$ cat src/rtl/mem_arb_if.sv
// Bundle of the two requester ports and the memory-side strobes for mem_arb.
// The arbiter sits on the slave modport; requesters and memory sit on the master modport.
interface mem_arb_if #(
   parameter int ADDR_W = 5,
   parameter int DATA_W = 8
);
   logic              req0;
   logic              we0;
   logic [ADDR_W-1:0] addr0;
   logic [DATA_W-1:0] wdata0;
   logic              gnt0;
   logic              rvalid0;
   logic              req1;
   logic              we1;
   logic [ADDR_W-1:0] addr1;
   logic [DATA_W-1:0] wdata1;
   logic              gnt1;
   logic              rvalid1;
   logic [DATA_W-1:0] rdata;
   logic              busy;
   logic              mem_read;
   logic              mem_write;
   logic [ADDR_W-1:0] mem_addr;
   logic [DATA_W-1:0] mem_data_in;
   logic [DATA_W-1:0] mem_data_out;

   modport slave (
      input  req0, we0, addr0, wdata0,
      input  req1, we1, addr1, wdata1,
      input  mem_data_out,
      output gnt0, rvalid0, gnt1, rvalid1, rdata, busy,
      output mem_read, mem_write, mem_addr, mem_data_in
   );

   modport master (
      output req0, we0, addr0, wdata0,
      output req1, we1, addr1, wdata1,
      output mem_data_out,
      input  gnt0, rvalid0, gnt1, rvalid1, rdata, busy,
      input  mem_read, mem_write, mem_addr, mem_data_in
   );
endinterface

$ cat src/rtl/mem_arb.sv
// Two-requester arbiter/sequencer for a shared synchronous single-port memory.
// One access per grant: IDLE -> ACCESS (one strobe) -> RESP (reads only) -> IDLE.
module mem_arb #(
   parameter int ADDR_W     = 5,
   parameter int DATA_W     = 8,
   parameter bit FIXED_PRIO = 1'b0
) (
   input  logic      clk,
   input  logic      rst,
   mem_arb_if.slave  bus
);

   typedef enum logic [1:0] {IDLE, ACCESS, RESP} state_t;

   state_t            state_q, state_d;
   logic              last_q, last_d;
   logic              win_q, win_d;
   logic              gnt0_q, gnt0_d;
   logic              gnt1_q, gnt1_d;
   logic              rvalid0_q, rvalid0_d;
   logic              rvalid1_q, rvalid1_d;
   logic              rd_q, rd_d;
   logic              wr_q, wr_d;
   logic [ADDR_W-1:0] addr_q, addr_d;
   logic [DATA_W-1:0] wdata_q, wdata_d;
   logic [DATA_W-1:0] rdata_q, rdata_d;
   logic              pick1;
   logic              we_sel;

   always_ff @(posedge clk or posedge rst) begin
      if (rst) begin
         state_q   <= IDLE;
         last_q    <= 1'b1;
         win_q     <= 1'b0;
         gnt0_q    <= 1'b0;
         gnt1_q    <= 1'b0;
         rvalid0_q <= 1'b0;
         rvalid1_q <= 1'b0;
         rd_q      <= 1'b0;
         wr_q      <= 1'b0;
         addr_q    <= '0;
         wdata_q   <= '0;
         rdata_q   <= '0;
      end else begin
         state_q   <= state_d;
         last_q    <= last_d;
         win_q     <= win_d;
         gnt0_q    <= gnt0_d;
         gnt1_q    <= gnt1_d;
         rvalid0_q <= rvalid0_d;
         rvalid1_q <= rvalid1_d;
         rd_q      <= rd_d;
         wr_q      <= wr_d;
         addr_q    <= addr_d;
         wdata_q   <= wdata_d;
         rdata_q   <= rdata_d;
      end
   end

   always_comb begin
      state_d   = state_q;
      last_d    = last_q;
      win_d     = win_q;
      gnt0_d    = 1'b0;
      gnt1_d    = 1'b0;
      rvalid0_d = 1'b0;
      rvalid1_d = 1'b0;
      rd_d      = 1'b0;
      wr_d      = 1'b0;
      addr_d    = addr_q;
      wdata_d   = wdata_q;
      rdata_d   = rdata_q;
      // Requester 1 wins alone, or on a tie when round-robin and 0 went last.
      pick1     = bus.req1 & (~bus.req0 | (~FIXED_PRIO & ~last_q));
      we_sel    = pick1 ? bus.we1 : bus.we0;

      unique case (state_q)
         IDLE: begin
            if (bus.req0 | bus.req1) begin
               win_d   = pick1;
               last_d  = pick1;
               gnt0_d  = ~pick1;
               gnt1_d  = pick1;
               rd_d    = ~we_sel;
               wr_d    = we_sel;
               addr_d  = pick1 ? bus.addr1 : bus.addr0;
               wdata_d = pick1 ? bus.wdata1 : bus.wdata0;
               state_d = ACCESS;
            end
         end
         ACCESS: begin
            rvalid0_d = rd_q & ~win_q;
            rvalid1_d = rd_q & win_q;
            state_d   = rd_q ? RESP : IDLE;
         end
         RESP: begin
            rdata_d = bus.mem_data_out;
            state_d = IDLE;
         end
         default: state_d = IDLE;
      endcase
   end

   assign bus.gnt0        = gnt0_q;
   assign bus.gnt1        = gnt1_q;
   assign bus.rvalid0     = rvalid0_q;
   assign bus.rvalid1     = rvalid1_q;
   assign bus.mem_read    = rd_q;
   assign bus.mem_write   = wr_q;
   assign bus.mem_addr    = addr_q;
   assign bus.mem_data_in = wdata_q;
   assign bus.busy        = (state_q != IDLE);
   // Memory output passes straight through in RESP; a copy holds it afterwards.
   assign bus.rdata       = (state_q == RESP) ? bus.mem_data_out : rdata_q;

endmodule

$ cat src/flat_wrapper.sv
// flat-port wrapper written by rule: the top's interface ports become plain ports
module mem_arb_flat 
#(
   parameter int ADDR_W     = 5,
   parameter int DATA_W     = 8,
   parameter bit FIXED_PRIO = 1'b0
)
  (clk, rst, bus_req0, bus_we0, bus_addr0, bus_wdata0, bus_req1, bus_we1, bus_addr1, bus_wdata1, bus_mem_data_out, bus_gnt0, bus_rvalid0, bus_gnt1, bus_rvalid1, bus_rdata, bus_busy, bus_mem_read, bus_mem_write, bus_mem_addr, bus_mem_data_in);
  mem_arb_if #(.ADDR_W(ADDR_W), .DATA_W(DATA_W)) bus_i ();
  input  logic clk;
  input  logic rst;
  input wire logic [$bits(bus_i.req0)-1:0] bus_req0;
  input wire logic [$bits(bus_i.we0)-1:0] bus_we0;
  input wire logic [$bits(bus_i.addr0)-1:0] bus_addr0;
  input wire logic [$bits(bus_i.wdata0)-1:0] bus_wdata0;
  input wire logic [$bits(bus_i.req1)-1:0] bus_req1;
  input wire logic [$bits(bus_i.we1)-1:0] bus_we1;
  input wire logic [$bits(bus_i.addr1)-1:0] bus_addr1;
  input wire logic [$bits(bus_i.wdata1)-1:0] bus_wdata1;
  input wire logic [$bits(bus_i.mem_data_out)-1:0] bus_mem_data_out;
  output wire logic [$bits(bus_i.gnt0)-1:0] bus_gnt0;
  output wire logic [$bits(bus_i.rvalid0)-1:0] bus_rvalid0;
  output wire logic [$bits(bus_i.gnt1)-1:0] bus_gnt1;
  output wire logic [$bits(bus_i.rvalid1)-1:0] bus_rvalid1;
  output wire logic [$bits(bus_i.rdata)-1:0] bus_rdata;
  output wire logic [$bits(bus_i.busy)-1:0] bus_busy;
  output wire logic [$bits(bus_i.mem_read)-1:0] bus_mem_read;
  output wire logic [$bits(bus_i.mem_write)-1:0] bus_mem_write;
  output wire logic [$bits(bus_i.mem_addr)-1:0] bus_mem_addr;
  output wire logic [$bits(bus_i.mem_data_in)-1:0] bus_mem_data_in;
  assign bus_i.req0 = bus_req0;
  assign bus_i.we0 = bus_we0;
  assign bus_i.addr0 = bus_addr0;
  assign bus_i.wdata0 = bus_wdata0;
  assign bus_i.req1 = bus_req1;
  assign bus_i.we1 = bus_we1;
  assign bus_i.addr1 = bus_addr1;
  assign bus_i.wdata1 = bus_wdata1;
  assign bus_i.mem_data_out = bus_mem_data_out;
  assign bus_gnt0 = bus_i.gnt0;
  assign bus_rvalid0 = bus_i.rvalid0;
  assign bus_gnt1 = bus_i.gnt1;
  assign bus_rvalid1 = bus_i.rvalid1;
  assign bus_rdata = bus_i.rdata;
  assign bus_busy = bus_i.busy;
  assign bus_mem_read = bus_i.mem_read;
  assign bus_mem_write = bus_i.mem_write;
  assign bus_mem_addr = bus_i.mem_addr;
  assign bus_mem_data_in = bus_i.mem_data_in;
  mem_arb #(.ADDR_W(ADDR_W), .DATA_W(DATA_W), .FIXED_PRIO(FIXED_PRIO)) u_core (.clk(clk), .rst(rst), .bus(bus_i));
endmodule
$ cat config.mk
export PLATFORM = sky130hd
export DESIGN_NAME = mem_arb_flat
export DESIGN_NICKNAME = d
export VERILOG_FILES = /design/src/rtl/mem_arb_if.sv /design/src/rtl/mem_arb.sv /design/src/flat_wrapper.sv
export SDC_FILE = /design/constraint.sdc
export NUM_CORES = 1
export LEC_CHECK = 0
export BUFFER_PORTS_ARGS = -buffer_cell sky130_fd_sc_hd__buf_2
export CAP_MARGIN = 25
export CORE_AREA = 8 8 65 67
export CTS_CLUSTER_DIAMETER = 80
export DETAILED_ROUTE_END_ITERATION = 10
export DIE_AREA = 0 0 73 75
export GPL_TIMING_DRIVEN = 0
export MAX_ROUTING_LAYER = met4
export PLACE_DENSITY = 0.77
export SLEW_MARGIN = 40
export SYNTH_ARGS = -nofsm -noshare
export SYNTH_HDL_FRONTEND = slang
export SYNTH_SLANG_ARGS = --single-unit
$ cat constraint.sdc
create_clock -name clk -period 2.6 [get_ports clk]
set_input_delay 0.26 -clock clk [delete_from_list [all_inputs] [get_ports clk]]
set_output_delay 0.26 -clock clk [all_outputs]
set_load 0.02 [all_outputs]
==> results.cfg <==
[clock_tree]
clockRootBuffer = clkbuf_4
cts.path.max_buffers = 2
cts_sinks = 31
cts_setup_buffers = 0
cts_tree = done
cts_made_buffers = 5
path_clk_slew_ps = 90
insertion_delay_ps = 320
cts_resized = 0
hold_buffers = 0
htreeDepth = 2

[drt]
vias_per_cell = 4.64
wl_per_cell_um = 14.4
met1_length_um = 1420
drt-initial-drc-count = 28
drc = 0
vias = 1043
routed-wl-met3_um = 392
dr.max_layer_used = met4
first_pass_iters = 4
antenna_left = 0
dr_wl_met2_um = 1390
routed_wl_um = 3240

[power_and_ir_drop]
seq_power_share = 0.416
power_switching_share = 0.400
switchingPower_mw = 0.732
power.total_mw = 1.83
power.leakage_nw = 0.926
p_comb_frac = 0.443
power_frac_clock = 0.141
p_per_area_nw_per_um2 = 1070
ir_drop_uv = 492
p_int_mw = 1.10

[yosys]
synthTopCellsByArea = dfrtp_1 (59%), mux2_2 (7.1%), a221o_1 (4.7%), nand2_1 (4.1%), a31oi_1 (3.4%)
synth_common_cells = dfrtp_1 (30), nand2_1 (14), mux2_2 (8)
synth_area_um2 = 1270
syn_inst = 104
synth_top_cell_by_area = dfrtp_1
synth_top_area_share = 0.591
synth_seq_area_share = 0.612
syn_nets = 144
ys_warn_count = 0
ys_ff_latch = 31
synth.most_common_cell = dfrtp_1
synth_cell_types = 24
ys.flop_type = dfrtp_1
synthArstFlopShare = 1.00
synth_edf_count = 0
postSynthAreaPerCell_um2 = 12.2

[sta]
hold_violations = 0
fin_crit_ps = 1840
slew_violations = 0
rsz0062_at_grt = false
tns_ps = 0
slew_headroom = 0.580
setup_violations = 0
timing.fmax_mhz = 544
hold_ws_ps = 6.71
period_share = 0.707
finClkSkew_ps = 8.80
tightest_slew_ps = 628

[floorplan]
die_area_um2 = 5480
pin_count = 68
die_y_um = 75
die_w_um = 73
start_util = 0.393
core_area_um2 = 3230
num_rows = 21

[critical_path]
r2r_end = u_core.bus.mem_data_in[4]
arrival_ps = 1580
reg2reg_depth = 3
worstSetupPathType = reg -> out
required_ps = 2340
endpoint_kind = output port
r2r_start = u_core.state_q[0]
r2r_slack_ps = 1050
start_kind = flip-flop
cp_max_fo = 8

[grt]
grt_overflow = 0
grt_max_degree = 32
grt_usage = 0.133
antenna_found_initial = 0
grt_pass1_wl_um = 5350
grt_pass1_vias = 1198

[job]
max_cap_viol_count = 0

[layout]
syn_to_final_growth_pct = 34.9
final_util = 0.530
nNetsFinal = 218
fillCellCount = 302
antenna_cells = 0
drive_gt1_frac = 0.514

[min_path]
hold_path_class = in -> async

[place]
io_buffers = 67
dp_hpwl_um = 2610
place_congestion = 0.704

[outcome]
status = completed
[power groups by stage]
stage	combinational, mW	sequential (mW)	clock [mW]
2_1_floorplan	0.399	0.898	0
3_3_place_gp	0.803	0.760	0
4_1_cts	0.828	0.763	0.268
5_1_grt	0.881	0.787	0.292
3_5_place_dp	0.826	0.773	0
6_report	0.812	0.762	0.258
[per-layer routing]
metal,GRT usage,vias to the layer above
met2,0.203,57
li1,-,513
met1,0.143,468
met3,0.0613,5
met4,0.0667,0
met5,-,-
[state kept, by name, summed over array words and instances (netlist names), 2 cells and up]
| register | cells |
|---|---|
| u_core.state_q | 2 |
| u_core.rdata_q | 8 |
| u_core.bus.mem_data_in | 8 |
| u_core.bus.mem_addr | 5 |
[layout make-up]
type	instances	area (µm²)	area share
Sequential cell	31	777	0.454
Multi-Input combinational cell	64	430	0.251
Clock inverter	1	5.00	0.00292
Timing Repair Buffer	67	335	0.196
Inverter	3	11.3	0.00657
Clock buffer	7	45.0	0.0263
Buffer	6	51.3	0.0299
Tap cell	46	57.6	0.0336
[per-stage QoR]
| stage | instances | instance area, µm² | worst slack, ps |
|---|---|---|---|
| after floorplan | 104 | 1270 | 1270 |
| after global placement | 217 | 1660 | 1120 |
| after detailed placement | 217 | 1660 | 1080 |
| after CTS | 225 | 1710 | 733 |
| after global routing | 225 | 1710 | 644 |
| final | 225 | 1710 | 762 |
[worst max path at each step]
stage | endpoint | startpoint
floorplan | u_core.bus.mem_data_in[2] | u_core.last_q
global placement | u_core.bus.mem_data_in[4] | u_core.state_q[0]
detailed placement | u_core.bus.mem_data_in[4] | u_core.state_q[0]
CTS | bus_rdata[0] | u_core.state_q[1]
global route | bus_rdata[6] | u_core.state_q[0]
finish | bus_rdata[0] | u_core.state_q[0]
[layout by cell type, fill, tap and decap left out, types with 3 or more instances in the layout]
cell and count:
clkbuf_4 5, buf_6 3, dfrtp_1 30, a21oi_1 7
a221o_1 6, mux2_2 8, and3_1 6, nand2_1 14
buf_2 69, nor2_1 3, a31oi_1 7
[critical path, cell delays in order (launching register included)]
cell	delay [ps]
dfrtp_1	400
nor2b_1	100
buf_2	220
mux2_2	370
buf_2	160
[kinds of logic after synthesis]
group | after synthesis | share of synthesized area
AO/OA/AOI/OAI | 24 | 0.135
buffers and inverters | 9 | 0.0493
flip-flops | 31 | 0.612
multiplexers | 9 | 0.0788
AND/OR/NAND/NOR | 31 | 0.125
Note: power is estimated with default switching activity, not from simulation.
